--- config.mk ---
export PLATFORM = sky130hd
export DESIGN_NAME = load_store_unit
export DESIGN_NICKNAME = d
export VERILOG_FILES = /design/src/rtl/load_store_unit.sv
export SDC_FILE = /design/constraint.sdc
export NUM_CORES = 1
export LEC_CHECK = 0
export CAP_MARGIN = 5
export CORE_UTILIZATION = 44
export DETAILED_ROUTE_END_ITERATION = 10
export GPL_TIMING_DRIVEN = 0
export PLACE_DENSITY_LB_ADDON = 0.25
export REMOVE_ABC_BUFFERS = 1
export SLEW_MARGIN = 10
export SYNTH_ARGS = -nofsm -noshare
export SYNTH_HDL_FRONTEND = slang
export SYNTH_SLANG_ARGS = --single-unit
--- constraint.sdc ---
create_clock -name clk -period 2.65 [get_ports clk]
set_clock_uncertainty 0.2 [all_clocks]
set_input_delay 0.265 -clock clk [delete_from_list [all_inputs] [get_ports clk]]
set_output_delay 0.265 -clock clk [all_outputs]
set_load 0.1 [all_outputs]
--- src/rtl/load_store_unit.sv ---
// load_store_unit
//   Memory-stage access engine between the EX/MEM register and the data bus.
//   Formats loads/stores into word-aligned bus transactions with byte enables,
//   extends load data for MEM/WB and stalls the pipeline while a transaction
//   is outstanding.
//
//   Optional feature macro: LSU_TIMEOUT_EN
//     defined   -> REQ gives up after TIMEOUT_CYCLES cycles without bus_ack,
//                  pulses fault, zeroes rdata on a load, and finishes via DONE.
//     undefined -> REQ waits for bus_ack indefinitely; no counter is built.
//
//   Ports:
//     clk, rst (async, active-low), enable
//     mem_rd, mem_wr, funct3, addr, wdata   : EX/MEM access request
//     rdata, stall, fault                    : results to the pipeline
//     bus_req, bus_we, bus_addr, bus_be,
//     bus_wdata, bus_ack, bus_rdata          : data memory bus
module load_store_unit #(
  parameter int unsigned TIMEOUT_CYCLES = 255
) (
  input  logic        clk,
  input  logic        rst,
  input  logic        enable,
  input  logic        mem_rd,
  input  logic        mem_wr,
  input  logic [2:0]  funct3,
  input  logic [31:0] addr,
  input  logic [31:0] wdata,
  output logic [31:0] rdata,
  output logic        stall,
  output logic        fault,
  output logic        bus_req,
  output logic        bus_we,
  output logic [31:0] bus_addr,
  output logic [3:0]  bus_be,
  output logic [31:0] bus_wdata,
  input  logic        bus_ack,
  input  logic [31:0] bus_rdata
);

  typedef enum logic [1:0] {
    IDLE = 2'd0,
    REQ  = 2'd1,
    DONE = 2'd2
  } state_t;

  state_t state;

  // Access attributes latched at issue; bus_addr drops the byte offset.
  logic [1:0] lo_q;
  logic [2:0] f3_q;

  logic        valid;
  logic        is_store;
  logic        legal;
  logic        aligned;
  logic        go;
  logic        err;
  logic [3:0]  be_st;
  logic [31:0] wd_st;
  logic [7:0]  ld_byte;
  logic [15:0] ld_half;
  logic [31:0] load_val;

  // Request decode; a store wins when both mem_rd and mem_wr are set.
  always_comb begin
    valid    = (mem_rd | mem_wr) & enable;
    is_store = mem_wr;
    legal    = 1'b0;
    if (is_store) begin
      legal = (funct3 == 3'b000) || (funct3 == 3'b001) || (funct3 == 3'b010);
    end else begin
      legal = (funct3 == 3'b000) || (funct3 == 3'b001) || (funct3 == 3'b010) ||
              (funct3 == 3'b100) || (funct3 == 3'b101);
    end
    case (funct3[1:0])
      2'b01:   aligned = ~addr[0];
      2'b10:   aligned = (addr[1:0] == 2'b00);
      default: aligned = 1'b1;
    endcase
    go  = valid & legal & aligned;
    err = valid & ~(legal & aligned);
  end

  // Store lane formatting: data replicated across lanes, enables pick the lane.
  always_comb begin
    be_st = 4'b1111;
    wd_st = wdata;
    case (funct3[1:0])
      2'b00: begin
        be_st = 4'b0001 << addr[1:0];
        wd_st = {4{wdata[7:0]}};
      end
      2'b01: begin
        be_st = addr[1] ? 4'b1100 : 4'b0011;
        wd_st = {2{wdata[15:0]}};
      end
      default: begin
        be_st = 4'b1111;
        wd_st = wdata;
      end
    endcase
  end

  // Load lane extraction and extension from the returned word.
  always_comb begin
    case (lo_q)
      2'd0:    ld_byte = bus_rdata[7:0];
      2'd1:    ld_byte = bus_rdata[15:8];
      2'd2:    ld_byte = bus_rdata[23:16];
      default: ld_byte = bus_rdata[31:24];
    endcase
    ld_half = lo_q[1] ? bus_rdata[31:16] : bus_rdata[15:0];
    case (f3_q)
      3'b000:  load_val = {{24{ld_byte[7]}}, ld_byte};
      3'b001:  load_val = {{16{ld_half[15]}}, ld_half};
      3'b100:  load_val = {24'd0, ld_byte};
      3'b101:  load_val = {16'd0, ld_half};
      default: load_val = bus_rdata;
    endcase
  end

`ifdef LSU_TIMEOUT_EN
  localparam int unsigned CW = (TIMEOUT_CYCLES > 1) ? $clog2(TIMEOUT_CYCLES) : 1;
  logic [CW-1:0] cnt;
  logic          fault_q;
`endif

  always_ff @(posedge clk or negedge rst) begin
    if (!rst) begin
      state     <= IDLE;
      rdata     <= '0;
      bus_req   <= 1'b0;
      bus_we    <= 1'b0;
      bus_addr  <= '0;
      bus_be    <= '0;
      bus_wdata <= '0;
      lo_q      <= '0;
      f3_q      <= '0;
`ifdef LSU_TIMEOUT_EN
      cnt       <= '0;
      fault_q   <= 1'b0;
`endif
    end else begin
`ifdef LSU_TIMEOUT_EN
      fault_q <= 1'b0;
`endif
      case (state)
        IDLE: begin
          if (go) begin
            bus_req   <= 1'b1;
            bus_we    <= is_store;
            bus_addr  <= {addr[31:2], 2'b00};
            bus_be    <= is_store ? be_st : 4'b1111;
            bus_wdata <= is_store ? wd_st : '0;
            lo_q      <= addr[1:0];
            f3_q      <= funct3;
            state     <= REQ;
`ifdef LSU_TIMEOUT_EN
            cnt       <= '0;
`endif
          end else if (err && !is_store) begin
            rdata <= '0;
          end
        end
        REQ: begin
          if (bus_ack) begin
            bus_req <= 1'b0;
            if (!bus_we) rdata <= load_val;
            state <= DONE;
          end
`ifdef LSU_TIMEOUT_EN
          else if (cnt == CW'(TIMEOUT_CYCLES - 1)) begin
            bus_req <= 1'b0;
            fault_q <= 1'b1;
            if (!bus_we) rdata <= '0;
            state <= DONE;
          end else begin
            cnt <= cnt + 1'b1;
          end
`endif
        end
        default: state <= IDLE;
      endcase
    end
  end

  // Combinational outputs are gated by rst so every output reads 0 in reset.
  assign stall = rst & (((state == IDLE) & go) | (state == REQ));
`ifdef LSU_TIMEOUT_EN
  assign fault = rst & (((state == IDLE) & err) | fault_q);
`else
  assign fault = rst & (state == IDLE) & err;
`endif

endmodule

# Word-level counts from Yosys, hierarchy flattened
# Index checks and enable logic that the tools add are counted.
# totals
reg_bits	107
in_bits	105
word_cells	78
# classes
n_eq_ne	17
n_shift	1
muxes	21
n_bitwise	13
reduce_logical	17
# op_table
cell	n
2-to-1 mux 32 bit	5
case mux 32 bit (2 select lines)	2
case mux 32 bit (4 select lines)	1
case mux 8 bit (3 select lines)	1
2-to-1 mux 16 bit	1
== test 3 bit (second input constant)	4
inequality test 2 bit (second input constant)	5
AND 1 bit	9
zero test 2 bit	4
2-to-1 mux 4 bit	2
case mux 4 bit (2 select lines)	1
== test 2 x 1 -> 1 bit (second input constant)	3
== test 3 x 1 -> 1 bit (second input constant)	2
zero test 3 bit	2
AND reduction 5 bit	1
== test 2 bit (second input constant)	2
logical OR 1 bit	4
2-to-1 mux 2 bit	2
case mux 1 bit (2 select lines)	2
case mux 2 bit (2 select lines)	1
AND reduction 2 bit	2
<< shifter 1 x 2 -> 4 bit (first input constant)	1
== test 3 x 2 -> 1 bit (second input constant)	1
2-to-1 mux 1 bit	3
6 further kinds	8

# Logic depth before layout (Yosys ltp)
# logic_depth
ltp_word	13
mapped_depth	10
depth_no_buf	7

# Worst setup path before layout
# OpenSTA, ideal clock, no wires.
# synth_timing
path_type	input to output
startpoint	input funct3[0]
endpoint	output stall
arrival_ps	3567
t_required_ps	2185
slack_ps	-1382
path_stages	9
cell_sequence	inv_1 ha_1 buf_6 nor2_4 a22oi_2 o211ai_2 buf_2 clkbuf_1 a21boi_0
# synth_between
elab_chain_len	11
word_cells_on_any_way	18
classes_between	6 x eq/ne; 2 x mux; 5 x bitwise; 5 x reduce/logical
# synth_lines
element	line	rtl
from (decl)	26	input logic [2:0] funct3,
== test 3 x 1 -> 1 bit / zero test 3 bit (equally long branches)	71, 73	
logical OR 1 bit (2 in series)	71, 73	
logical OR 1 bit	73	legal = (funct3 == 3'b000) || (funct3 == 3'b001) || (funct3 == 3'b010) ||
logical OR 1 bit	74	(funct3 == 3'b100) || (funct3 == 3'b101);
2-to-1 mux 1 bit	70	if (is_store) begin
AND 1 bit	81	go = valid & legal & aligned;
AND 1 bit *	81	
AND 1 bit *	189	assign stall = rst & (((state == IDLE) & go) | (state == REQ));
bitwise OR 1 bit *	189	
AND 1 bit *	189	
to (decl)	30	output logic stall,
# Every way passes the cells marked *; elsewhere a longest branch is shown, timed or not.

# Worst setup path after layout
# Same ends and word-level chain as after synthesis.

==> results.tsv <==
stage	metric	value	unit
power_and_ir_drop	VDD IR-drop max	1280	uV
placement	pre-CTS setup slack	-1290	ps
finish	layout cell share with drive strength beyond 1	0.117	
setup_path	worst reg-to-reg setup slack	160	ps
placement	Inst Count DP	842	
finish	Multi-input gate area	2420	um2
global_routing	vias in the first global route	4761	
timing	slew margin rel.	0.305	
setup_path	Critical Path RT	2180	ps
synth	register area share after synthesis	0.502	
clock_tree	clock slew seen by the registers of the worst setup and hold paths	60	ps
finish	final core occ	0.677	
timing	unrepaired setup endpoints after global routing	false	
power_and_ir_drop	Pwr Density	1150	nW/um2
clock_tree	H-tree depth	3	
setup_path	max incr delay on CP	460	ps
clock_tree	Root Buffer	clkbuf_16	
floorplan	# rows	39	
finish	commonest cells after routing, fill and taps aside	clkdlybuf4s50_1 (202), nand2_1 (116), dfrtp_1 (107), mux2_2 (45)	
finish	# fillers	916	
setup_path	worst setup path class	in -> out	
setup_path	Crit path buffers/inverters	3	
clock_tree	CTS Sinks	107	
clock_tree	CTS tree	yes	
floorplan	Die Y	112	um
route	drt drc	10	
route	Avg WL per Cell	16.9	um
route	routed wire length	14.6	mm
global_routing	met2 Resource Use GR	0.404	
finish	most common cell after layout, fill and taps aside	clkdlybuf4s50_1	
global_routing	met1 Usage GRT	0.280	
floorplan	initial core utilization	0.459	
flow_run	max cap viols	0	
route	Post-DRT Antenna Nets	0	
global_routing	initial antenna violation count	0	
finish	post-route insts no fill	867	
global_routing	met3 GRT Util	0.0842	
finish	register area	2680	um2
setup_path	CP max-delay cell	clkdlybuf4s50_1	
placement	cell area after placement	7450	um2
clock_tree	Max clock buf depth	2	
timing	# setup viols final	0	
floorplan	Ports	209	
floorplan	die area	12600	um2
synth	cell area after synthesis	5330	um2
placement	HPWL after DPL	10.2	mm
route	1st-pass router iterations	7	
setup_path	cell family with most CP delay	buffers and inverters	
outcome	failing checks	DRC	
setup_path	CP Capture Type	output pin	
clock_tree	CTS buffer count	9	
global_routing	GRT overflow	0	
placement	Placer Congestion	0.777	
finish	final instance area	7870	um2
setup_path	R2R cell count	5	
synth	largest area contributor in the netlist	dfrtp_1	
global_routing	pin count of the biggest net entering global routing	67	
global_routing	GRT Util Overall	0.240	
synth	Synth area leaders	dfrtp_1 (50%), mux2_2 (9.5%), nand2_1 (8.2%), mux2_1 (3.0%), o21ai_0 (2.3%)	
synth	post-synthesis register bit count	107	
synth	synth warn	0	
timing	Period minus WS final	2500	ps
outcome	status	finished with violations	
finish	synthesis-to-layout area growth	47.6	%
setup_path	Worst Setup Start Kind	input pin	
floorplan	Die Wd	112	um
global_routing	busiest grt layer	met2	
setup_path	crit path cell chain	clkdlybuf4s50_1 > inv_1 > ha_1 > nand2b_1 > a22oi_2 > o211ai_4 > a21boi_0 > clkbuf_8	
finish	Final nets	828	
timing	Slew Viols, Final	0	
synth	synthesized instance count	530	
placement	Port Buffers	206	
route	DR iter-0 viols	203	
synth	Yosys cell types	45	
setup_path	CP max FO	4	
power_and_ir_drop	Leakage	3.58	nW
timing	upper clock frequency limit	400	MHz
synth	Most used DFF post-synth	dfrtp_1	
timing	final worst slack	150	ps
synth	Post-synth EDFFs	0	
clock_tree	Worst-Skew Late Latency	350	ps
floorplan	CORE AREA	11600	um2
synth	Mapped Avg Cell Area	10.1	um2
setup_path	crit path DAT	2040	ps
worst_hold_path	Min-Delay Path Class	in -> async	
finish	diode count	0	
timing	Least-Margin Pin Slew	1040	ps
timing	final hold vios	0	
timing	Final period util	0.944	
setup_path	worst reg2reg path startpoint	f3_q[0]	
route	via/cell ratio	5.30	
route	vias	4594	
synth	share of the synthesized area in the top cell type	0.502	
global_routing	first-pass GRT wire length	23.7	mm
setup_path	RR Endpoint	rdata[6]	
synth	ys async rst share	1.00	
## kinds of logic (layout without fill, tap and decap cells)
| group | after synthesis | after routing | share of synthesized area |
|---|---|---|---|
| flip-flops | 107 | 107 | 0.502 |
| adder cells (fa/ha/maj) | 3 | 3 | 0.00704 |
| multiplexers | 69 | 69 | 0.144 |
| AND/OR/NAND/NOR | 178 | 178 | 0.148 |
| other | 1 | 2 | 0.000704 |
| buffers and inverters | 58 | 251 | 0.0531 |
| AO/OA/AOI/OAI | 114 | 114 | 0.145 |
## cell type report
cell class                      instances  share of cell area
Tap cell                              143              0.0227
Sequential cell                       107               0.340
Clock inverter                          3             0.00191
Clock buffer                           12              0.0313
Timing Repair Buffer                  220               0.288
Inverter                               16             0.00764
Multi-Input combinational cell        366               0.308
## cells in the mapped netlist (9+ instances only)
library cell,count
a22o_1,9
buf_2,16
o31ai_1,16
inv_1,16
mux2_2,45
mux2_1,14
nand2_1,116
mux2i_1,9
a21oi_1,18
clkbuf_1,18
o21ai_0,24
nor2b_1,19
dfrtp_1,107
nor2_1,24
## metal layers
metal / share of wire / vias to the layer above
li1: - / 2193
met1: 0.39 / 2194
met2: 0.48 / 179
met3: 0.098 / 28
met4: 0.026 / 0
met5: 0 / -
## worst max-delay path by stage
stage               startpoint  endpoint  slack [ps]  cells after the start
floorplan            funct3[1]     stall       -3140                      6
global placement     funct3[1]     stall       -4060                      8
detailed placement   funct3[1]     stall       -1290                      8
CTS                  funct3[1]     stall           7                      8
global route           f3_q[0]  rdata[6]          20                      5
finish               funct3[0]     stall         150                      8
## flip-flops by register name, indices dropped and copies added (netlist names)
signal,count
bus_addr,30
bus_wdata,32
state,2
f3_q,3
rdata,32
bus_req,1
bus_be,4
lo_q,2
bus_we,1
## timing repair
item,in CTS,in global routing
buffers inserted,2,5
cloned,0,2
gates resized for setup,21,3
endpoints found under the hold margin,42,0
hold buffers,1,0
setup endpoints to repair,88,16
pin swaps,2,2
## worst register-to-register path, delay by kind of cell, from the launching register on
kind / cells / cell delay (ps)
simple gates: 3 / 1260
flops: 1 / 550
compound gates: 1 / 230
mux: 1 / 170
## where the power goes
group / switching [mW] / internal [mW] / leakage (nW)
clock network: 0.581 / 0.654 / 0.132
logic: 4.00 / 1.35 / 2.06
registers: 0.347 / 2.09 / 1.38
total: 4.93 / 4.09 / 3.58
## metrics by stage
stage               hold WS (ps)  TNS [ps]  power [mW]
finish                       210         0        9.02
floorplan                   -231    -95310        6.38
CTS                          213         0        9.06
detailed placement          17.7    -62970        7.78
global route                 246         0        9.37
global placement             260   -577520        7.69
No activity file was read; power rests on OpenSTA's default activity.
==> variant 1: new RTL, same settings <==
The option `LSU_TIMEOUT_EN` is turned on by a define.
--- a/src/rtl/load_store_unit.sv
+++ b/src/rtl/load_store_unit.sv
@@ -17,2 +17,4 @@
 //     bus_wdata, bus_ack, bus_rdata          : data memory bus
+`define LSU_TIMEOUT_EN
+
 module load_store_unit #(
Check against the original RTL: same outputs for any inputs over 4 cycles, from zero or initial values and one cycle with rst low; that may be too few to reach the edited logic, so the function may still have changed.
==> variant 1 against the original RTL <==
  * Sequential share of layout area decreased by 0.68 points
  * Non-clock buffer count increased by 6
  * Setup slack got worse by 0.054 ns
  * Cell area increased by 11%
  * Sequential cell count increased by 9
  * Synthesized cell count increased by 15%
  * Wire length increased by 21%
  * Power increased by 8.0%
  * Clock power increased by 79%
  * Synthesized area increased by 6.3%
  * Highest routed layer is now met5
==> variant 1: results (changes against the original RTL) <==
\begin{tabular}{lr}
\hline
Metric & Value \\
\hline
\multicolumn{2}{l}{\textbf{GRT}} \\
\quad Number of global-route vias before repair & 5288 (+11\%) \\
\quad Global routing usage summed across all routing layers & 27.3\% (+3.2 points) \\
\quad Number of antenna violations at the first check in global routing & 2 (+2) \\
\quad First-pass GRT wire length & 27200 µm (+15\%) \\
\quad Largest net degree at the start of global routing & 77 (+15\%) \\
\multicolumn{2}{l}{\textbf{Placement}} \\
\quad Total placed cells including tap cells & 953 (+13\%) \\
\quad Weighted congestion reported at the end of routability-driven placement & 0.828 (+6.6\%) \\
\multicolumn{2}{l}{\textbf{Clock tree}} \\
\quad Deepest level of the CTS H-tree & 4 (+1) \\
\quad Number of buffers inserted during clock tree synthesis & 17 (+8) \\
\quad Insertion delay of the later-clocked pin in the worst-skew pair & 0.42 ns (+0.07 ns) \\
\multicolumn{2}{l}{\textbf{Critical path}} \\
\quad FF-to-FF setup slack & 0.18 ns (+0.02 ns) \\
\quad Critical Path AT & 2.09 ns (+0.05 ns) \\
\quad Worst stage delay on the critical path & 0.41 ns (-0.05 ns) \\
\quad Library cell contributing the largest single delay on the critical path & sky130\_fd\_sc\_hd\_\_or3\_4 \\
\quad Largest fanout on the critical path & 6 (+2) \\
\quad Cell class contributing the biggest share of worst-path delay & simple AND/OR/NAND/NOR gates \\
\multicolumn{2}{l}{\textbf{Run status}} \\
\quad Outcome & finished clean \\
\multicolumn{2}{l}{\textbf{Synthesis}} \\
\quad Unique masters post-synth & 52 (+16\%) \\
\quad Proportion of synthesized chip area in sequential cells & 51.2\% (+0.98 points) \\
\quad Post-Syn Instances & 610 (+15\%) \\
\quad Mux share of post-synthesis cell area & 6.80\% (-7.6 points) \\
\quad Synth Area in XOR/XNOR & 0.927\% (+0.93 points) \\
\quad Adder-cell share of the synthesized area & 1.10\% (+0.40 points) \\
\multicolumn{2}{l}{\textbf{Hold path}} \\
\quad Hold/Removal Path Class & in2reg \\
\multicolumn{2}{l}{\textbf{Drt}} \\
\quad Length of the first detailed-routing pass in iterations & 5 (-2) \\
\multicolumn{2}{l}{\textbf{Pwr}} \\
\quad Pleak & 4.02 nW (+12\%) \\
\multicolumn{2}{l}{\textbf{Cells and area}} \\
\quad Number of nets in the finished design & 929 (+12\%) \\
\hline
\end{tabular}
[variant 1: changes by cell type in the layout (fill, tap and decap cells not counted), moves of 14 or more]
cell                        change
sky130_fd_sc_hd__mux2_1        -14
sky130_fd_sc_hd__nand2_1       +85
sky130_fd_sc_hd__mux2_2        -31
sky130_fd_sc_hd__o2bb2ai_1     +15
sky130_fd_sc_hd__nor2b_1       -19
sky130_fd_sc_hd__o31ai_1       -16
sky130_fd_sc_hd__nand3_1       +35
[variant 1: worst reg2reg max path, cell delays in order, from the launching register on]
cell,delay (ns)
sky130_fd_sc_hd__dfrtp_1,0.40
sky130_fd_sc_hd__and2b_1,0.33
sky130_fd_sc_hd__and2_1,0.37
sky130_fd_sc_hd__nand2b_1,0.46
sky130_fd_sc_hd__nor3_2,0.45
sky130_fd_sc_hd__a221o_1,0.21
[variant 1: path summary, 6_finish.rpt]
check,cells past startpoint,from,to
setup / recovery,8,funct3[0],stall
hold / removal,3,mem_wr,bus_we
setup reg to reg,5,state[1],rdata[13]
hold reg to reg,2,bus_wdata[10],bus_wdata[10]
max in group asynchronous,3,rst,f3_q[2]
min in group asynchronous,2,rst,rdata[5]
[variant 1: final cells by class]
class	instances	area, µm²
multi-input combinational	438	2600
tap	172	215
inverter	20	75.1
clock inverter	2	37.5
sequential	116	2900
antenna	1	2.50
timing repair buffer	226	2330
clock buffer	29	541
fill	981	3860
[variant 1: metrics by stage]
| stage | setup TNS [ns] | instance area (µm²) | setup WS (ns) | utilization (%) | hold WS, ns |
|---|---|---|---|---|---|
| 6_report | 0 | 8700 | 0.0960 | 69.2 | 0.0931 |
| 5_1_grt | 0 | 8700 | 0.0250 | 69.2 | 0.100 |
| 4_1_cts | -0.0595 | 8580 | -0.0595 | 68.3 | 0.0674 |
| 3_5_place_dp | -104.11 | 7850 | -2.01 | 62.4 | 0.00715 |
| 3_3_place_gp | -800.43 | 7740 | -4.00 | 61.6 | 0.249 |
| 2_1_floorplan | -134.07 | 5470 | -2.48 | - | -0.231 |
[variant 1: report_power, final]
| group | internal (W) | total, W | switching (W) |
|---|---|---|---|
| logic | 0.00124 | 0.00496 | 0.00372 |
| registers | 0.00220 | 0.00256 | 0.000360 |
| clock network | 0.00146 | 0.00222 | 0.000764 |
| total | 0.00489 | 0.00974 | 0.00485 |
[variant 1: routing by layer]
| metal | GRT usage [%] | part of all wire, % |
|---|---|---|
| met1 | 33.5 | 41 |
| met2 | 43.0 | 47 |
| met3 | 11.5 | 10 |
| met4 | 10.1 | 2.1 |
| met5 | 0 | 0.096 |
[variant 1: what timing repair did]
item                       in CTS  in global routing
hold endpoints to repair       59                  1
buffers inserted                7                  5
hold buffers                    1                  1
resized for setup              28                  6
cloned                          4                  1
setup endpoints to repair     107                 27
pin swaps                       7                  2
==> variant 2: new RTL, same settings <==
Without the edit above. The 3 states of `state_t` get a one-hot encoding in 3 bits.
--- a/src/rtl/load_store_unit.sv
+++ b/src/rtl/load_store_unit.sv
@@ -40,6 +40,6 @@
 
-  typedef enum logic [1:0] {
-    IDLE = 2'd0,
-    REQ  = 2'd1,
-    DONE = 2'd2
+  typedef enum logic [2:0] {
+    IDLE = 3'b001,
+    REQ  = 3'b010,
+    DONE = 3'b100
   } state_t;
Check against the original RTL: no difference found for any inputs over 4 cycles, from zero or initial values and one cycle with rst low; so few cycles prove little.
==> variant 2 against the original RTL <==
  * Cell area down 1.5%
  * Via count shrank 1.2%
  * Die area decreased by 3.8%
  * Power decreased by 12%
  * Synthesized area shrank 3.9%
  * Setup slack got worse by 0.046 ns
  * Synthesized cell count down 7.2%
  * Sequential cell count grew 1
  * Wire length grew 2.2%
  * Register-to-register slack improved by 0.14 ns
  * Cell count decreased by 3.2%
  * Count of clock-buffer cells in the layout did not move
  * Clock power grew 8%
  * Combinational power down 20%
  * Critical path type unchanged
  * Largest cell class unchanged
==> variant 2: results (changes against the original RTL) <==
\begin{tabular}{lr}
\hline
Metric & Value \\
\hline
\multicolumn{2}{l}{\textbf{Placement}} \\
\quad Worst slack at placement & -2.12 ns (-0.836 ns) \\
\quad Total placed cells including tap cells & 808 (-4.0\%) \\
\quad Weighted congestion reported at the end of routability-driven placement & 0.792 (+1.9\%) \\
\quad Total half-perimeter wirelength after legalization and detailed placement & 9680 µm (-5.4\%) \\
\multicolumn{2}{l}{\textbf{Drt}} \\
\quad Length of routed met3 wiring & 1420 µm (-0.84\%) \\
\quad Total wire length after detailed routing & 14900 µm (+2.2\%) \\
\quad Detailed route wirelength on metal2 & 7200 µm (+1.8\%) \\
\quad First DRT Iteration DRCs & 186 (-8.4\%) \\
\quad Total via count in the routed design & 4539 (-1.2\%) \\
\multicolumn{2}{l}{\textbf{GRT}} \\
\quad Fraction of met1 tracks used by global routing & 31.3\% (+3.3 points) \\
\quad Largest net degree at the start of global routing & 91 (+36\%) \\
\quad First-pass GRT wire length & 23400 µm (-0.96\%) \\
\quad Met3 layer usage reported by global route & 8.12\% (-0.30 points) \\
\quad Global routing usage summed across all routing layers & 25.7\% (+1.7 points) \\
\multicolumn{2}{l}{\textbf{Synthesis}} \\
\quad Proportion of synthesized chip area in sequential cells & 52.8\% (+2.5 points) \\
\quad List of most frequent post-synthesis cells & sky130\_fd\_sc\_hd\_\_dfrtp\_1 (107), sky130\_fd\_sc\_hd\_\_nand2\_1 (96), sky130\_fd\_sc\_hd\_\_mux2\_2 (42) \\
\quad Mean Syn Cell Area & 10.4 µm² (+3.6\%) \\
\quad Adder-cell share of the synthesized area & 0.733\% (+0.028 points) \\
\multicolumn{2}{l}{\textbf{Pwr}} \\
\quad Pleak & 3.35 nW (-6.4\%) \\
\multicolumn{2}{l}{\textbf{Timing}} \\
\quad Clock period minus worst slack & 2.55 ns (+0.0460 ns) \\
\quad Hold Worst Slack & 0.145 ns (-0.0649 ns) \\
\multicolumn{2}{l}{\textbf{Cells and area}} \\
\quad Layout cell share with drive strength beyond 1 & 14.9\% (+3.2 points) \\
\quad Number of nets in the finished design & 799 (-3.5\%) \\
\multicolumn{2}{l}{\textbf{Run status}} \\
\quad Outcome & finished clean \\
\multicolumn{2}{l}{\textbf{Critical path}} \\
\quad Critical R2R Launch & lo\_q[1] \\
\quad Worst reg2reg endpoint & rdata[15] \\
\quad First element of the critical path & funct3[1] \\
\hline
\end{tabular}
-- variant 2: changes by cell type after synthesis, sizes merged, moves of 10 or more --
cell,delta
a22o,+15
a21oi,-10
nand2b,+26
nor2b,-15
mux2,-12
nand2,-19
-- variant 2: area by class of cell --
cell class,count,area [µm²]
tap,143,179
clock inverter,4,30.0
multi-input combinational,342,2310
sequential,108,2710
inverter,9,33.8
clock buffer,12,267
timing repair buffer,221,2230
fill,910,3620
-- variant 2: report_power, final --
group / switching [W] / internal (W) / leakage [nW]
clock: 0.000620 / 0.000720 / 0.145
sequential: 0.000304 / 0.00201 / 1.39
combinational: 0.00320 / 0.00110 / 1.81
total: 0.00412 / 0.00383 / 3.35
-- variant 2: repair_timing --
item	4_1_cts	5_1_grt
setup endpoints to repair	109	34
buffers inserted	10	1
pin swaps	4	2
cloned	2	1
hold buffers	1	0
gates resized for setup	28	4
hold endpoints to repair	107	0
